==> src/rtl/dma_pkg.sv <==
// Shared types and helpers for the DMA transfer sequencer.
package dma_pkg;

  typedef enum logic [1:0] {
    ST_IDLE  = 2'd0,
    ST_RUN   = 2'd1,
    ST_FLUSH = 2'd2
  } dma_state_e;

  function automatic int unsigned DMA_BEAT_BYTES(input int unsigned dw);
    return dw / 8;
  endfunction

endpackage

==> src/rtl/dma_addr_gen.sv <==
// Loadable bus address counter; advances by one beat per accepted beat when
// the increment mode latched at load time is set.
module dma_addr_gen
  import dma_pkg::*;
#(
  parameter int AW = 32,
  parameter int DW = 32
) (
  input  logic          clk,
  input  logic          resetn,
  input  logic          load,
  input  logic [AW-1:0] load_addr,
  input  logic          inc_cfg,
  input  logic          advance,
  output logic [AW-1:0] addr
);

  localparam logic [AW-1:0] STEP = AW'(DMA_BEAT_BYTES(DW));

  logic inc_mode;

  // NOTE: registers use non-blocking assignments so every flop samples pre-edge values.
  always_ff @(posedge clk or negedge resetn) begin
    if (!resetn) begin
      addr     <= '0;
      inc_mode <= 1'b0;
    end else if (load) begin
      addr     <= load_addr;
      inc_mode <= inc_cfg;
    end else if (advance && inc_mode) begin
      addr <= addr + STEP;  // wraps silently modulo 2^AW
    end
  end

endmodule

==> src/rtl/dma_xfer_seq.sv <==
// Single-channel DMA transfer sequencer: bus read -> channel FIFO -> bus write.
// Optional error handling (rd_err/wr_err/err) is compiled in with DMA_XFER_ERR_EN.
module dma_xfer_seq
  import dma_pkg::*;
#(
  parameter int AW      = 32,
  parameter int DW      = 32,
  parameter int LEN_W   = 16,
  parameter int FIFO_AW = 3
) (
  input  logic             clk,
  input  logic             resetn,
  input  logic             start,
  input  logic             abort,
  input  logic [AW-1:0]    cfg_src,
  input  logic [AW-1:0]    cfg_dst,
  input  logic [LEN_W-1:0] cfg_len,
  input  logic             cfg_src_inc,
  input  logic             cfg_dst_inc,
  output logic             busy,
  output logic             done,
  output logic             aborted,
  output logic             rd_req,
  input  logic             rd_ack,
  output logic [AW-1:0]    rd_addr,
  input  logic [DW-1:0]    rd_data,
  output logic             wr_req,
  input  logic             wr_ack,
  output logic [AW-1:0]    wr_addr,
  output logic [DW-1:0]    wr_data,
  output logic             fifo_wr,
  output logic [DW-1:0]    fifo_wdata,
  output logic             fifo_rd,
  input  logic [DW-1:0]    fifo_rdata
`ifdef DMA_XFER_ERR_EN
  ,
  input  logic             rd_err,
  input  logic             wr_err,
  output logic             err
`endif
);

  localparam logic [FIFO_AW:0] DEPTH_L = (FIFO_AW + 1)'(1 << FIFO_AW);
  localparam logic [FIFO_AW:0] LVL_ONE = (FIFO_AW + 1)'(1);
  localparam logic [LEN_W-1:0] LEN_ONE = LEN_W'(1);

  dma_state_e       state;
  logic [LEN_W-1:0] rd_left;
  logic [LEN_W-1:0] wr_left;
  logic [FIFO_AW:0] level;
  logic             abort_pend;
  logic             rd_hold;
  logic             wr_hold;

  logic run;
  logic launch;
  logic rd_hs;
  logic wr_hs;
  logic push;
  logic pop;
  logic err_hit;
  logic last_wr;

  assign run    = (state == ST_RUN);
  assign launch = (state == ST_IDLE) && start && (cfg_len != '0);

  // NOTE: a raised request is kept alive by its hold flag, so a late abort never withdraws it mid-handshake.
  assign rd_req = run && (rd_hold || ((rd_left != '0) && (level < DEPTH_L) && !abort_pend));
  assign wr_req = run && (wr_hold || ((wr_left != '0) && (level != '0) && !abort_pend));

  assign rd_hs = rd_req && rd_ack;
  assign wr_hs = wr_req && wr_ack;

`ifdef DMA_XFER_ERR_EN
  assign err_hit = (rd_hs && rd_err) || (wr_hs && wr_err);
  assign push    = rd_hs && !rd_err;
`else
  assign err_hit = 1'b0;
  assign push    = rd_hs;
`endif

  assign pop     = wr_hs || ((state == ST_FLUSH) && (level != '0));
  assign last_wr = wr_hs && (wr_left == LEN_ONE);

  assign fifo_wr    = push;
  assign fifo_wdata = rd_data;
  assign fifo_rd    = pop;
  assign wr_data    = fifo_rdata;

  dma_addr_gen #(.AW(AW), .DW(DW)) u_src_addr (
    .clk       (clk),
    .resetn    (resetn),
    .load      (launch),
    .load_addr (cfg_src),
    .inc_cfg   (cfg_src_inc),
    .advance   (rd_hs),
    .addr      (rd_addr)
  );

  dma_addr_gen #(.AW(AW), .DW(DW)) u_dst_addr (
    .clk       (clk),
    .resetn    (resetn),
    .load      (launch),
    .load_addr (cfg_dst),
    .inc_cfg   (cfg_dst_inc),
    .advance   (wr_hs),
    .addr      (wr_addr)
  );

  always_ff @(posedge clk or negedge resetn) begin
    if (!resetn) begin
      state      <= ST_IDLE;
      busy       <= 1'b0;
      done       <= 1'b0;
      aborted    <= 1'b0;
      abort_pend <= 1'b0;
      rd_hold    <= 1'b0;
      wr_hold    <= 1'b0;
      rd_left    <= '0;
      wr_left    <= '0;
      level      <= '0;
`ifdef DMA_XFER_ERR_EN
      err        <= 1'b0;
`endif
    end else begin
      done    <= 1'b0;
      rd_hold <= rd_req && !rd_ack;
      wr_hold <= wr_req && !wr_ack;

      // Occupancy mirrors the FIFO; simultaneous push and pop cancel out.
      case ({push, pop})
        2'b10:   level <= level + LVL_ONE;
        2'b01:   level <= level - LVL_ONE;
        default: ;
      endcase

      if (rd_hs) rd_left <= rd_left - LEN_ONE;
      if (wr_hs) wr_left <= wr_left - LEN_ONE;

      unique case (state)
        ST_IDLE: begin
          if (start) begin
            aborted <= 1'b0;
`ifdef DMA_XFER_ERR_EN
            err     <= 1'b0;
`endif
            if (cfg_len == '0) begin
              done <= 1'b1;
            end else begin
              state      <= ST_RUN;
              busy       <= 1'b1;
              rd_left    <= cfg_len;
              wr_left    <= cfg_len;
              abort_pend <= 1'b0;
            end
          end
        end

        ST_RUN: begin
          if (abort || err_hit) abort_pend <= 1'b1;
`ifdef DMA_XFER_ERR_EN
          if (err_hit) err <= 1'b1;
`endif
          if (last_wr) begin
            state      <= ST_IDLE;
            busy       <= 1'b0;
            done       <= 1'b1;
            abort_pend <= 1'b0;
            if (err_hit) aborted <= 1'b1;
          end else if (abort_pend && !rd_req && !wr_req) begin
            state <= ST_FLUSH;
          end
        end

        ST_FLUSH: begin
          if (level == '0) begin
            state      <= ST_IDLE;
            busy       <= 1'b0;
            done       <= 1'b1;
            aborted    <= 1'b1;
            abort_pend <= 1'b0;
          end
        end

        default: begin
          state <= ST_IDLE;
          busy  <= 1'b0;
        end
      endcase
    end
  end

endmodule

==> config.mk <==
export PLATFORM = sky130hd
export DESIGN_NAME = dma_xfer_seq
export DESIGN_NICKNAME = d
export VERILOG_FILES = /design/src/rtl/dma_pkg.sv /design/src/rtl/dma_addr_gen.sv /design/src/rtl/dma_xfer_seq.sv
export SDC_FILE = /design/constraint.sdc
export NUM_CORES = 1
export LEC_CHECK = 0
export BUFFER_PORTS_ARGS = -buffer_cell sky130_fd_sc_hd__buf_2
export CAP_MARGIN = 0
export CORE_MARGIN = 2
export CORE_UTILIZATION = 44
export DETAILED_ROUTE_END_ITERATION = 12
export HOLD_SLACK_MARGIN = 0.15
export PLACE_DENSITY_LB_ADDON = 0.2
export SYNTH_ARGS = -nofsm -noshare
export SYNTH_HDL_FRONTEND = slang
export SYNTH_SLANG_ARGS = --single-unit
==> constraint.sdc <==
create_clock -name clk -period 3.3 [get_ports clk]
set_clock_uncertainty 0.1 [all_clocks]
set_input_delay 0 -clock clk [delete_from_list [all_inputs] [get_ports clk]]
set_output_delay 0 -clock clk [all_outputs]
set_load 0.01 [all_outputs]
---- Word level (Yosys, flattened, before mapping) ----
Cells that the tools add are included.
word-level totals
  input port bits ......................... 152
  register bits ........................... 110
  output and inout bits ................... 135
operators by class
  $add $sub $neg .......................... 6
  $lt $le $gt $ge ......................... 1
  muxes and demuxes ....................... 37
  equality and inequality tests ........... 11
  reduce and logical (&&, ||, !) cells .... 42
operator list
  kind                     count
  $mux W16                 8
  $mux W32                 4
  $add A32 B3 Y32 const B  2
  $reduce_bool A16 Y1      3
  $sub A16 B1 Y16 const B  2
  $logic_and A1 B1 Y1      18
  $eq A16 B1 Y1 const B    1
  $logic_not A16 Y1        1
  $mux W1                  14
  $mux W2                  5
  $pmux W1 S3              3
  $pmux W4 S2              1
  $reduce_and A4 Y1        2
  $reduce_bool A2 Y1       4
  $pmux W2 S3              1
  $logic_not A1 Y1         5
  $reduce_and A5 Y1        1
  $add A4 B1 Y4 const B    1
  $eq A2 B1 Y1 const B     2
  $eq A2 B2 Y1 const B     2
  $logic_not A4 Y1         1
  $lt A4 B4 Y1 const B     1
  $ne A2 B1 Y1 const B     2
  $ne A2 B2 Y1 const B     2
  other kinds (9)          11

---- Depth between registers and ports, before layout ----
Gate-level depths: netlist of the first run.
  word-level depth ........................ 11
  mapped depth ............................ 14
  depth with buffers taken out ............ 14

---- Modules after synthesis ----
A second synthesis of the first run with hierarchy kept.
second synthesis, totals
  cells, all modules ...................... 775
  area, all modules ....................... 6974.2 um^2
modules (own cells, without submodules)
  module        cells each  seq. area each (um^2)  area an instance (um^2)  instances
  dma_addr_gen  209         825.8                  1929.4                   2
  dma_xfer_seq  357         1101.1                 3115.5                   1

---- Worst setup path before layout of the first run ----
No wires, ideal clock.
  kind .................................... register to register
  from .................................... register wr_left[5]
  to ...................................... register level[2]
  slack ................................... 48 ps
  period minus slack after synthesis ...... 3252 ps
  library setup time ...................... 125 ps
  arrival time ............................ 3026 ps
  buffers on the path ..................... 1
  stages on the path, launching flop included .. 13
  path through ............................ dfrtp_1 > or4_4 > nand4b_1 > a41oi_1 > buf_2 > nand2_1 > ha_1 > xor2_1 > ha_1 > a21oi_1 > xor2_1 > nor2_1 > xor2_1
on the way
  cells in the longest elaborated chain, start to end .. 9
  elaborated cells on any way between the ends .. 11
ends and longest elaborated chain
  what                                               RTL line             RTL
  start: declaration                                 dma_xfer_seq.sv:49   logic [LEN_W-1:0] wr_left;
  start signal: assignment                           dma_xfer_seq.sv:138  if (wr_hs) wr_left <= wr_left - LEN_ONE;
  start signal: assignment                           dma_xfer_seq.sv:153  wr_left <= cfg_len;
  $reduce_bool A16 Y1 (*)                            dma_xfer_seq.sv:69   assign wr_req = run && (wr_hold || ((wr_left != '0) && (level != '0) && !abort_pend));
  $logic_and A1 B1 Y1 (*) (2 in a row)               dma_xfer_seq.sv:69
  $logic_or A1 B1 Y1 (*)                             dma_xfer_seq.sv:69
  $logic_and A1 B1 Y1 (*)                            dma_xfer_seq.sv:69
  $logic_and A1 B1 Y1 (*)                            dma_xfer_seq.sv:72   assign wr_hs = wr_req && wr_ack;
  $logic_or A1 B1 Y1 (*)                             dma_xfer_seq.sv:82   assign pop = wr_hs || ((state == ST_FLUSH) && (level != '0));
  via fifo_rd                                        dma_xfer_seq.sv:33   output logic fifo_rd,
  $eq A2 B1 Y1 or $eq A2 B2 Y1 (tied branches)       dma_xfer_seq.sv:131  case ({push, pop})
  $pmux W4 S2 or $reduce_bool A2 Y1 (tied branches)  --
  end signal: assignment                             dma_xfer_seq.sv:132  2'b10: level <= level + LVL_ONE;
  end signal: assignment                             dma_xfer_seq.sv:133  2'b01: level <= level - LVL_ONE;
  end: declaration                                   dma_xfer_seq.sv:50   logic [FIFO_AW:0] level;
Mark *: on every way through the listed nets, which the timed path passes. The rest lies on a longest branch.
A chain may end at the register's enable or synchronous reset.

---- Worst setup path in the final report of the first run ----
  from .................................... register wr_left[5]
  to ...................................... register level[2]
on the way
  cells in the longest elaborated chain, start to end .. 9
  elaborated cells on any way between the ends .. 11
ends and longest elaborated chain
  what                                               RTL line
  $reduce_bool A16 Y1 (*)                            dma_xfer_seq.sv:69
  $logic_and A1 B1 Y1 (*) (2 in a row)               dma_xfer_seq.sv:69
  $logic_or A1 B1 Y1 (*)                             dma_xfer_seq.sv:69
  $logic_and A1 B1 Y1 (*)                            dma_xfer_seq.sv:69
  $logic_and A1 B1 Y1 (*)                            dma_xfer_seq.sv:72
  $logic_or A1 B1 Y1 (*)                             dma_xfer_seq.sv:82
  $eq A2 B1 Y1 or $eq A2 B2 Y1 (tied branches)       dma_xfer_seq.sv:131
  $pmux W4 S2 or $reduce_bool A2 Y1 (tied branches)  --
Mark *: on every way between the ends. The rest lies on a longest branch, timed or not.

==> summary.txt, run 1 <==
Layout
  • Filler cells: between 1000 and 1500
  • Final nets: 1180
  • N_diodes: 0
  • Multi-input gate area: roughly 3300 µm²
  • Final core utilization: 0.6074
  • Area grow syn2layout: 36.67%
  • Reg area: 2753 µm²
  • Layout cell share with drive strength beyond 1: 0.2020
  • Fin cells: about 1200

Global routing
  • Overall Global Routing Usage: 0.2435
  • Vias in the first global route: approximately 6400
  • Largest net degree at the start of global routing: 64
  • Gr ovfl total: 0
  • Initial antenna violation count: 0
  • Global-route wire length before repair: 31.75 mm

Power and ir drop
  • Power per Cell Area: 747.8 nW/µm²
  • Reg power frac: 0.403
  • Clock share of power: 0.173
  • Leakage: ~3.9 nW
  • Internal power: between 3 and 4 mW
  • Worst vdd ir: 0.3879 mV
  • Overall Power: 6.829 mW
  • Sw Pwr: 2.854 mW
  • Comb pwr share: 0.424
  • Switch share: 0.4180

Run
  • MaxCap Viol Count: 0

Critical path
  • CP max-delay cell: or4_4
  • Worst-path maximum fanout: 5
  • Crit path DAT: 3.20 ns
  • CP required: around 3.4 ns
  • Most used cell along the critical path: xor2_1
  • Critical path type: flip-flop to flip-flop
  • Startpoint types: flip-flop
  • CP peak stage delay: between 0.5 and 0.6 ns
  • CP Cell Sequence: or4_4, nand4b_1, a41oi_2, nand2_1, ha_1, xor2_1, ha_1, a21oi_1, xor2_1, nor2_1, xor2_1
  • Crit path capture type: flip-flop

STA
  • Final setup viols: 0
  • Slew HR: 0.4314
  • Tmin final: a little over 3 ns
  • Max Slew Vio Count: 0
  • Final Cycle Share: 0.9277
  • Unrepaired setup endpoints after global routing: false
  • Final worst setup slack: between 0.2 and 0.25 ns
  • Worst-Margin Slew: approximately 0.85 ns
  • Final Hold Viols: 0
  • Fmax: between 0.3 and 0.4 GHz
  • TNS Setup: 0 ns

Route
  • Post-Route WL: 19.79 mm
  • Antenna viol nets, final: 0
  • Vias per inst: between 5 and 6
  • 1st-pass router iterations: 5
  • Vias: around 6600
  • WL per Instance: 16.31 µm
  • Initial DRC Count: 383
  • Residual DRC: 0

Synth
  • Syn_nets: about 940
  • Synth cell types: between 50 and 60
  • Syn. warnings: 0
  • Main synth FF type: dfrtp_1
  • Mean Syn Cell Area: between 8 and 9 µm²
  • Number of synthesized register bits: 110
  • Async set-reset flop share out of synthesis: 1.000
  • Netlist Area Pre-Place: approximately 6700 µm²
  • Sequential fraction of the synthesis area: 0.4120
  • EDFF count, synth: 0
  • Synthesized netlist cell count: about 780

Floorplan
  • Core ar.: between 15000 and 20000 µm²
  • Initial Util: 0.4444
  • Die Span Y: 127.2 µm
  • I/O pins: about 290
  • DIE WIDTH: 127.2 µm
  • Site Rows: 45
  • Die area: ~16000 µm²

Placed design
  • Port bufs: 158
  • Routability cong.: between 0.8 and 0.9
  • DP Wirelength: approximately 13 mm
  • Setup Slack @ Placement: 0.2351 ns
  • Placed Instances: approximately 1000

Hold path
  • Hold Crit Class: primary input to async pin

Clocking
  • Clock sinks: 110
  • Register clock-pin slew on the reported worst setup and hold paths: approximately 0.07 ns
  • H-tree levels: 3
  • CTS tree: done
  • Worst skew pair latency: 0.36 ns
  • Maximum root-to-sink buffer count: 2
  • CTS Buf Count: 9
  • Root Buffer: clkbuf_16

Status
  • Status: completed
-- power groups by stage --
stage,sequential [mW],clock (mW),combinational [mW]
2_1_floorplan,2.77,0,1.67
4_1_cts,2.74,1.21,2.88
3_5_place_dp,2.75,0,2.70
5_1_grt,2.86,1.26,3.24
6_report,2.75,1.18,2.89
3_3_place_gp,2.74,0,2.67
-- through the flow --
| step | cell area, µm² | hold WS, ns |
|---|---|---|
| 6_report | 9131 | 0.1907 |
| 5_1_grt | 9131 | 0.2767 |
| 4_1_cts | 9117 | 0.2187 |
| 3_5_place_dp | 7281 | -0.09993 |
| 3_3_place_gp | 7281 | -0.09993 |
| 2_1_floorplan | 6681 | -0.3956 |
-- final cells by class --
type	instances	share of cell area
timing repair buffer	330	0.2727
clock buffer	10	0.02508
inverter	17	0.006988
multi-input combinational	552	0.3586
sequential	110	0.3015
tap	188	0.02576
clock inverter	6	0.009455
-- worst max-delay path, delay by kind of cell (launching register included) --
family	cells	cell delay, ns
DFF	1	0.41
and+or+nand+nor	4	1.05
xor gates and xnor gates	3	0.49
AOI/OAI and AO/OA	2	0.42
adders and majority gates	2	0.48
-- state kept, by name, indices dropped and copies added (netlist names) --
register,count
abort_pend,1
aborted,1
busy,1
done,1
level,4
rd_hold,1
rd_left,16
state,2
u_dst_addr.addr,32
u_dst_addr.inc_mode,1
u_src_addr.addr,32
u_src_addr.inc_mode,1
wr_hold,1
wr_left,16
-- layer usage --
metal  share of wire  global-route usage
met5               0                   0
met4           0.017             0.06141
met3           0.069             0.06198
met2            0.48              0.3950
met1            0.44              0.3283
-- cells in the final DEF, fill, tap and decap left out, types with 3 or more instances in the layout --
master         synthesis  routed
nand2_1              107     107
nand4b_1               5       5
buf_2                  6     157
a221o_1                5       5
inv_1                 17      17
xnor2_1               37      37
xor2_1                34      34
o21ai_0               58      57
a31oi_1               10      10
buf_4                 64      19
o311ai_0               9       9
and3_1                10      10
and4_1                11      11
dfrtp_1              110     110
nand4_1               19      19
nor3_1                25      24
nand3_1               22      22
nor2_1                63      63
nor4_1                16      15
nor3b_1                3       3
ha_1                   8       8
or3_1                  4       4
dlygate4sd3_1          0     152
a21oi_1               51      50
and2_1                 3       3
clkbuf_16              0       9
or4_1                  9       9
nor2b_1                6       6
-- final timing paths --
path | startpoint | endpoint | slack (ns) | cells after the start
hold / removal | resetn | wr_left[14] | 0.19 | 2
setup / recovery | wr_left[5] | level[2] | 0.24 | 11
min in group clk | cfg_dst[1] | u_dst_addr.addr[1] | 0.26 | 4
hold reg to reg | u_src_addr.addr[0] | u_src_addr.addr[0] | 0.38 | 2
setup reg to reg | wr_left[5] | level[2] | 0.24 | 11
max in group asynchronous | resetn | u_dst_addr.addr[8] | 2.15 | 3
-- cells in the mapped netlist, drive strengths merged (6+ instances only) --
| library cell | number | area, µm² |
|---|---|---|
| a21oi | 51 | 255.2 |
| a31oi | 10 | 62.56 |
| and3 | 10 | 62.56 |
| and4 | 11 | 96.34 |
| buf | 70 | 510.5 |
| clkbuf | 28 | 105.1 |
| dfrtp | 110 | 2753 |
| ha | 8 | 100.1 |
| inv | 17 | 63.81 |
| nand2 | 107 | 401.6 |
| nand3 | 22 | 110.1 |
| nand4 | 19 | 118.9 |
| nor2 | 63 | 236.5 |
| nor2b | 6 | 37.54 |
| nor3 | 25 | 125.1 |
| nor4 | 16 | 100.1 |
| o21ai | 58 | 290.3 |
| o311ai | 10 | 87.59 |
| or3 | 6 | 43.79 |
| or4 | 12 | 98.84 |
| xnor2 | 37 | 324.1 |
| xor2 | 34 | 297.8 |
-- kinds of logic (layout without fill, tap and decap cells) --
group           after synthesis  in the layout  share of synthesized area
compound gates              155            155                     0.1388
mux                           2              2                   0.003183
xor+xnor                     71             71                    0.09307
flops                       110            110                     0.4120
fa+ha+maj                     8              8                    0.01498
simple gates                316            316                     0.2363
buf+inv                     115            363                     0.1017
-- repair_timing --
| item | 4_1_cts | 5_1_grt |
|---|---|---|
| buffers inserted | 0 | 0 |
| endpoints found under the hold margin | 232 | 0 |
| resized for setup | 0 | 3 |
| hold buffers | 152 | 0 |
| endpoints found under the setup margin | 0 | 1 |
No activity file was read; power rests on OpenSTA's default activity.
==> run 2, diff against run 1 <==
==> constraint.sdc (replaced) <==
create_clock -name clk -period 3.3 [get_ports clk]
set_clock_uncertainty 0.1 [all_clocks]
set_input_delay 0 -clock clk [delete_from_list [all_inputs] [get_ports clk]]
set_output_delay 0 -clock clk [all_outputs]
set_load 0.05 [all_outputs]
==> summary.txt, run 2 (synthesis gave the netlist of run 1 again) <==
Floorplan
  • Initial Util: 0.4444 (unchanged)
  • I/O pins: 287 (unchanged)
  • Die Span Y: 127.2 µm (unchanged)
  • Die area: 16190 µm² (unchanged)
  • DIE WIDTH: 127.2 µm (unchanged)
  • Core ar.: 15030 µm² (unchanged)
  • Site Rows: 45 (unchanged)

Route
  • Metal2 WL: 9.229 mm (-1.9%)
  • Post-Route WL: 19.20 mm (-3.0%)
  • Vias per inst: 5.309 (-2.6%)
  • Residual DRC: 0 (unchanged)
  • WL per Instance: 15.84 µm (-2.9%)
  • 1st-pass router iterations: 4 (-1)
  • Vias: 6434 (-2.6%)
  • Metal-1 WL: 8.624 mm (-0.53%)
  • Initial DRC Count: 344 (-10%)
  • Antenna viol nets, final: 0 (unchanged)
  • Top Metal Used: met4
  • WL met3: 1.094 mm (-20%)

Clocking
  • Root Buffer: clkbuf_16
  • Worst skew pair latency: 0.35 ns (about the same)
  • CTS Buf Count: 9 (unchanged)
  • Maximum root-to-sink buffer count: 2 (unchanged)
  • CTS tree: done
  • Clock sinks: 110 (unchanged)
  • H-tree levels: 3 (unchanged)
  • Register clock-pin slew on the reported worst setup and hold paths: 0.07 ns (about the same)

STA
  • Worst hold slack: 0.2067 ns (+0.01604 ns)
  • Final setup viols: 0 (unchanged)
  • Worst-Margin Slew: 0.8270 ns (-0.02594 ns)
  • Final Cycle Share: 0.9414 (+0.01366)
  • Final worst setup slack: 0.1934 ns (-0.04508 ns)
  • Fmax: 0.3219 GHz (-1.5%)
  • TNS Setup: 0 ns (unchanged)
  • Tmin final: 3.107 ns (+0.04508 ns)
  • Slew HR: 0.4487 (+0.01729)
  • Max Slew Vio Count: 0 (unchanged)
  • Final Hold Viols: 0 (unchanged)

Run
  • MaxCap Viol Count: 0 (unchanged)

Layout
  • N_diodes: 0 (unchanged)
  • Filler cells: 1295 (-0.23%)
  • Fin cells: 1212 (-0.082%)
  • Top Registers: u_dst_addr.addr x32, u_src_addr.addr x32
  • Commonest non-fill, non-tap cell in the layout: buf_2
  • Most frequent cells in the layout: 157 x buf_2, 153 x dlygate4sd3_1, 110 x dfrtp_1
  • Area grow syn2layout: 36.61% (about the same)
  • Final core utilization: 0.6072 (about the same)
  • Final nets: 1179 (-0.085%)
  • Post-route cell area: 9128 µm² (about the same)
  • Layout cell share with drive strength beyond 1: 0.1992 (-0.002732)

Critical path
  • CP peak stage delay: 0.58 ns (about the same)
  • CP max-delay cell: or4_4
  • Startpoint types: flip-flop
  • Crit path capture type: flip-flop
  • CP Cell Sequence: or4_4, nand4b_1, a41oi_2, nand2_4, ha_1, xor2_1, ha_1, a21oi_1, xor2_1, nor2_1, xor2_1
  • CP required: 3.43 ns (about the same)
  • Worst-path maximum fanout: 5 (unchanged)
  • Most used cell along the critical path: xor2_1
  • Critical path type: flip-flop to flip-flop
  • Reg2Reg Depth: 11 (unchanged)
  • Crit path DAT: 3.24 ns (+0.04 ns)

Global routing
  • Gr ovfl total: 0 (unchanged)
  • Largest net degree at the start of global routing: 63 (-1.6%)
  • Overall Global Routing Usage: 0.2346 (-0.008860)
  • Initial antenna violation count: 0 (unchanged)
  • Global-route wire length before repair: 30.63 mm (-3.5%)
  • Vias in the first global route: 6214 (-3.6%)

Placed design
  • Routability cong.: 0.8644 (-1.2%)
  • Port bufs: 158 (unchanged)
  • Placed Instances: 1041 (-0.38%)
  • DP Wirelength: 12.48 mm (-1.3%)
  • Setup Slack @ Placement: 0.1857 ns (-0.04938 ns)
  • Placed Area: 7253 µm² (-0.38%)

Status
  • Status: completed

Power and ir drop
  • Power per Cell Area: 898.8 nW/µm² (+20%)
  • Leakage: 3.875 nW (+0.23%)
  • Overall Power: 8.204 mW (+20%)
  • Worst vdd ir: 0.5246 mV (+35%)

Hold path
  • Hold Crit Class: primary input to async pin
## run 2: cell count changes in the layout (fill, tap and decap cells not counted), sizes merged
cell,before,now
buf,178,176
clkbuf,10,12
clkinv,3,2
clkinvlp,1,0
dlygate4sd3,152,153
## run 2: metal layers
metal / global-route usage / vias to the layer above
li1: - / 3174
met1: 0.3228 / 3031
met2: 0.3824 / 211
met3: 0.04188 / 18
met4: 0.06723 / 0
met5: 0 / -
## run 2: repair_timing
item,4_1_cts,5_1_grt
hold buffers,153,0
setup endpoints to repair,0,2
gates resized for setup,0,2
buffers inserted,0,2
endpoints found under the hold margin,231,0
## run 2: final timing paths
path	endpoint	startpoint	slack, ns
setup / recovery	level[2]	wr_left[5]	0.19
max in group asynchronous	u_dst_addr.addr[11]	resetn	2.14
hold / removal	wr_left[12]	resetn	0.21
setup reg to reg	level[2]	wr_left[5]	0.19
hold reg to reg	u_dst_addr.addr[0]	u_dst_addr.addr[0]	0.38
min in group clk	u_src_addr.addr[1]	cfg_src[1]	0.27
## run 2: report_power, final
part	internal (mW)	switching, mW
clock network	0.685	0.499
logic	1.31	2.95
registers	1.99	0.766
total	3.99	4.21
## run 2: worst max-delay path: cells and delay by family (launching register included)
kind | cells | cell delay, ns
and+or+nand+nor | 4 | 1.06
adders and majority gates | 2 | 0.44
DFF | 1 | 0.42
AOI/OAI and AO/OA | 2 | 0.50
xor gates and xnor gates | 3 | 0.48
## run 2: layout make-up
type	instances	area, µm²	share of cell area
multi-input cells	552	3287	0.3601
flip-flops and latches	110	2753	0.3016
repair buffers	329	2472	0.2709
clock buffers	12	246.5	0.02700
well taps	188	235.2	0.02577
clock inverters	4	70.07	0.007676
inverters	17	63.81	0.006991
==> run 3, diff against run 2 <==
--- a/config.mk
+++ b/config.mk
@@ -8,7 +8,7 @@
 export BUFFER_PORTS_ARGS = -buffer_cell sky130_fd_sc_hd__buf_2
 export CAP_MARGIN = 0
 export CORE_MARGIN = 2
-export CORE_UTILIZATION = 44
+export CORE_UTILIZATION = 40
 export DETAILED_ROUTE_END_ITERATION = 12
 export HOLD_SLACK_MARGIN = 0.15
 export PLACE_DENSITY_LB_ADDON = 0.2
==> summary.txt, run 3 (synthesis gave the netlist of run 1 again) <==
Status
  • Status: completed

Power and ir drop
  • Leakage: 3.862 nW (-0.32%)
  • Switch share: 0.5183 (+0.004666)
  • Worst vdd ir: 0.5290 mV (+0.83%)
  • Internal power: 3.945 mW (-1.1%)
  • Power per Cell Area: 894.4 nW/µm² (-0.49%)
  • Clock share of power: 0.141 (-0.003)
  • Comb pwr share: 0.523 (+0.004)
  • Overall Power: 8.190 mW (-0.17%)
  • Sw Pwr: 4.245 mW (+0.73%)
  • Reg power frac: 0.336 (about the same)

Placed design
  • Port bufs: 158 (unchanged)
  • Placed Instances: 1075 (+3.3%)
  • DP Wirelength: 12.91 mm (+3.5%)
  • Placed Area: 7308 µm² (+0.76%)
  • Setup Slack @ Placement: 0.2081 ns (+0.02241 ns)
  • Routability cong.: 0.8405 (-2.8%)

Floorplan
  • DIE WIDTH: 133.2 µm (+4.7%)
  • Die Span Y: 133.2 µm (+4.7%)
  • Die area: 17750 µm² (+9.7%)
  • Site Rows: 47 (+4.4%)
  • Initial Util: 0.4058 (-0.03867)
  • I/O pins: 287 (unchanged)
  • Core ar.: 16470 µm² (+9.5%)

Critical path
  • Worst-path maximum fanout: 4 (-1)
  • Reg2Reg Depth: 11 (unchanged)
  • Crit path DAT: 3.24 ns (about the same)
  • Critical path type: primary input to flip-flop
  • Startpoint types: primary input
  • CP required: 3.44 ns (about the same)
  • Crit path capture type: flip-flop

Route
  • Residual DRC: 0 (unchanged)
  • WL per Instance: 16.04 µm (+1.3%)
  • Antenna viol nets, final: 0 (unchanged)
  • Vias: 6584 (+2.3%)
  • 1st-pass router iterations: 5 (+1)
  • Initial DRC Count: 310 (-9.9%)
  • Post-Route WL: 19.97 mm (+4.0%)
  • Vias per inst: 5.288 (-0.38%)

Layout
  • Filler cells: 1521 (+17%)
  • Area grow syn2layout: 37.04%
  • Post-route cell area: 9156 µm² (+0.32%)
  • Fin cells: 1245 (+2.7%)
  • Top Registers: u_dst_addr.addr x32, u_src_addr.addr x32
  • Final nets: 1180 (+0.085%)
  • N_diodes: 0 (unchanged)
  • Commonest non-fill, non-tap cell in the layout: buf_2
  • Layout cell share with drive strength beyond 1: 0.2020 (+0.002732)
  • Most frequent cells in the layout: 157 x buf_2, 153 x dlygate4sd3_1, 110 x dfrtp_1

Clocking
  • CTS Buf Count: 9 (unchanged)
  • Worst skew pair latency: 0.35 ns (about the same)
  • Post-CTS sizing: 0 (unchanged)
  • Root Buffer: clkbuf_16
  • Maximum root-to-sink buffer count: 2 (unchanged)
  • Register clock-pin slew on the reported worst setup and hold paths: 0.08 ns (about the same)
  • H-tree levels: 3 (unchanged)
  • CTS tree: done
  • Clock sinks: 110 (unchanged)

Global routing
  • Gr ovfl total: 0 (unchanged)
  • Initial antenna violation count: 0 (unchanged)
  • Largest net degree at the start of global routing: 73 (+16%)
  • Vias in the first global route: 6417 (+3.3%)
  • Global-route wire length before repair: 31.73 mm (+3.6%)
  • Overall Global Routing Usage: 0.2220 (-0.01262)

STA
  • TNS Setup: 0 ns (unchanged)
  • Unrepaired setup endpoints after global routing: false
  • Worst-Margin Slew: 0.9534 ns (+0.1264 ns)
  • Tmin final: 3.107 ns (+0.0001590 ns)
  • Slew HR: 0.3644 (-0.08427)
  • Final setup viols: 0 (unchanged)
  • Final Hold Viols: 0 (unchanged)
  • Final worst setup slack: 0.1932 ns (-0.0001590 ns)
  • Fmax: 0.3219 GHz (about the same)
  • Max Slew Vio Count: 0 (unchanged)
  • Final Cycle Share: 0.9414 (about the same)

Hold path
  • Hold Crit Class: primary input to async pin

Run
  • MaxCap Viol Count: 0 (unchanged)
-- run 3: cell count changes in the layout (fill, tap and decap cells not counted), sizes merged --
cell and change:
bufinv -1, clkinvlp +1, inv +1, clkbuf -1, buf +1
-- run 3: power groups by stage --
stage | clock network, mW | logic [mW] | registers [mW]
2_1_floorplan | 0 | 1.88 | 3.94
3_3_place_gp | 0 | 3.94 | 2.76
3_5_place_dp | 0 | 3.97 | 2.75
4_1_cts | 1.19 | 4.29 | 2.74
5_1_grt | 1.23 | 4.61 | 2.86
6_report | 1.16 | 4.28 | 2.75
-- run 3: path summary, 6_finish.rpt --
check	start	end	slack, ns
setup / recovery	cfg_len[8]	abort_pend	0.19
hold / removal	resetn	wr_left[15]	0.23
setup reg to reg	wr_left[5]	level[2]	0.26
hold reg to reg	u_dst_addr.addr[0]	u_dst_addr.addr[0]	0.38
max in group asynchronous	resetn	state[1]	1.99
min in group clk	cfg_dst[7]	u_dst_addr.addr[7]	0.28
-- run 3: repair_timing --
item | CTS | global route
setup buffers | 0 | 1
endpoints found under the setup margin | 0 | 1
hold buffers | 153 | 0
hold endpoints to repair | 239 | 0
-- run 3: worst max-delay path, stage by stage --
cell	delay [ns]
dlygate4sd3_1	0.54
buf_2	0.13
or4_1	0.61
o41ai_2	0.50
a2bb2oi_1	0.15
a21oi_1	0.16
dlygate4sd3_1	0.56
a21oi_1	0.04
dlygate4sd3_1	0.55
-- run 3: layout make-up --
class / count / area (µm²) / share of cell area
tap: 220 / 275.3 / 0.03006
inverter: 17 / 63.81 / 0.006969
sequential: 110 / 2753 / 0.3006
clock inverter: 5 / 56.30 / 0.006149
multi-input combinational: 552 / 3276 / 0.3577
timing repair buffer: 330 / 2480 / 0.2708
clock buffer: 11 / 252.7 / 0.02760
-- run 3: through the flow --
step	hold slack, ns	utilization
2_1_floorplan	-0.3956	-
3_3_place_gp	-0.09966	0.4438
3_5_place_dp	-0.09966	0.4438
4_1_cts	0.2602	0.5556
5_1_grt	0.2850	0.5561
6_report	0.2314	0.5561
-- run 3: layer usage --
layer  track usage  vias to the layer above  wire [µm]
met4       0.05378                        0        226
met2        0.3720                      254       9705
li1              -                     3168          -
met1        0.2954                     3146       8805
met3       0.04642                       16       1237
met5             0                        -          0
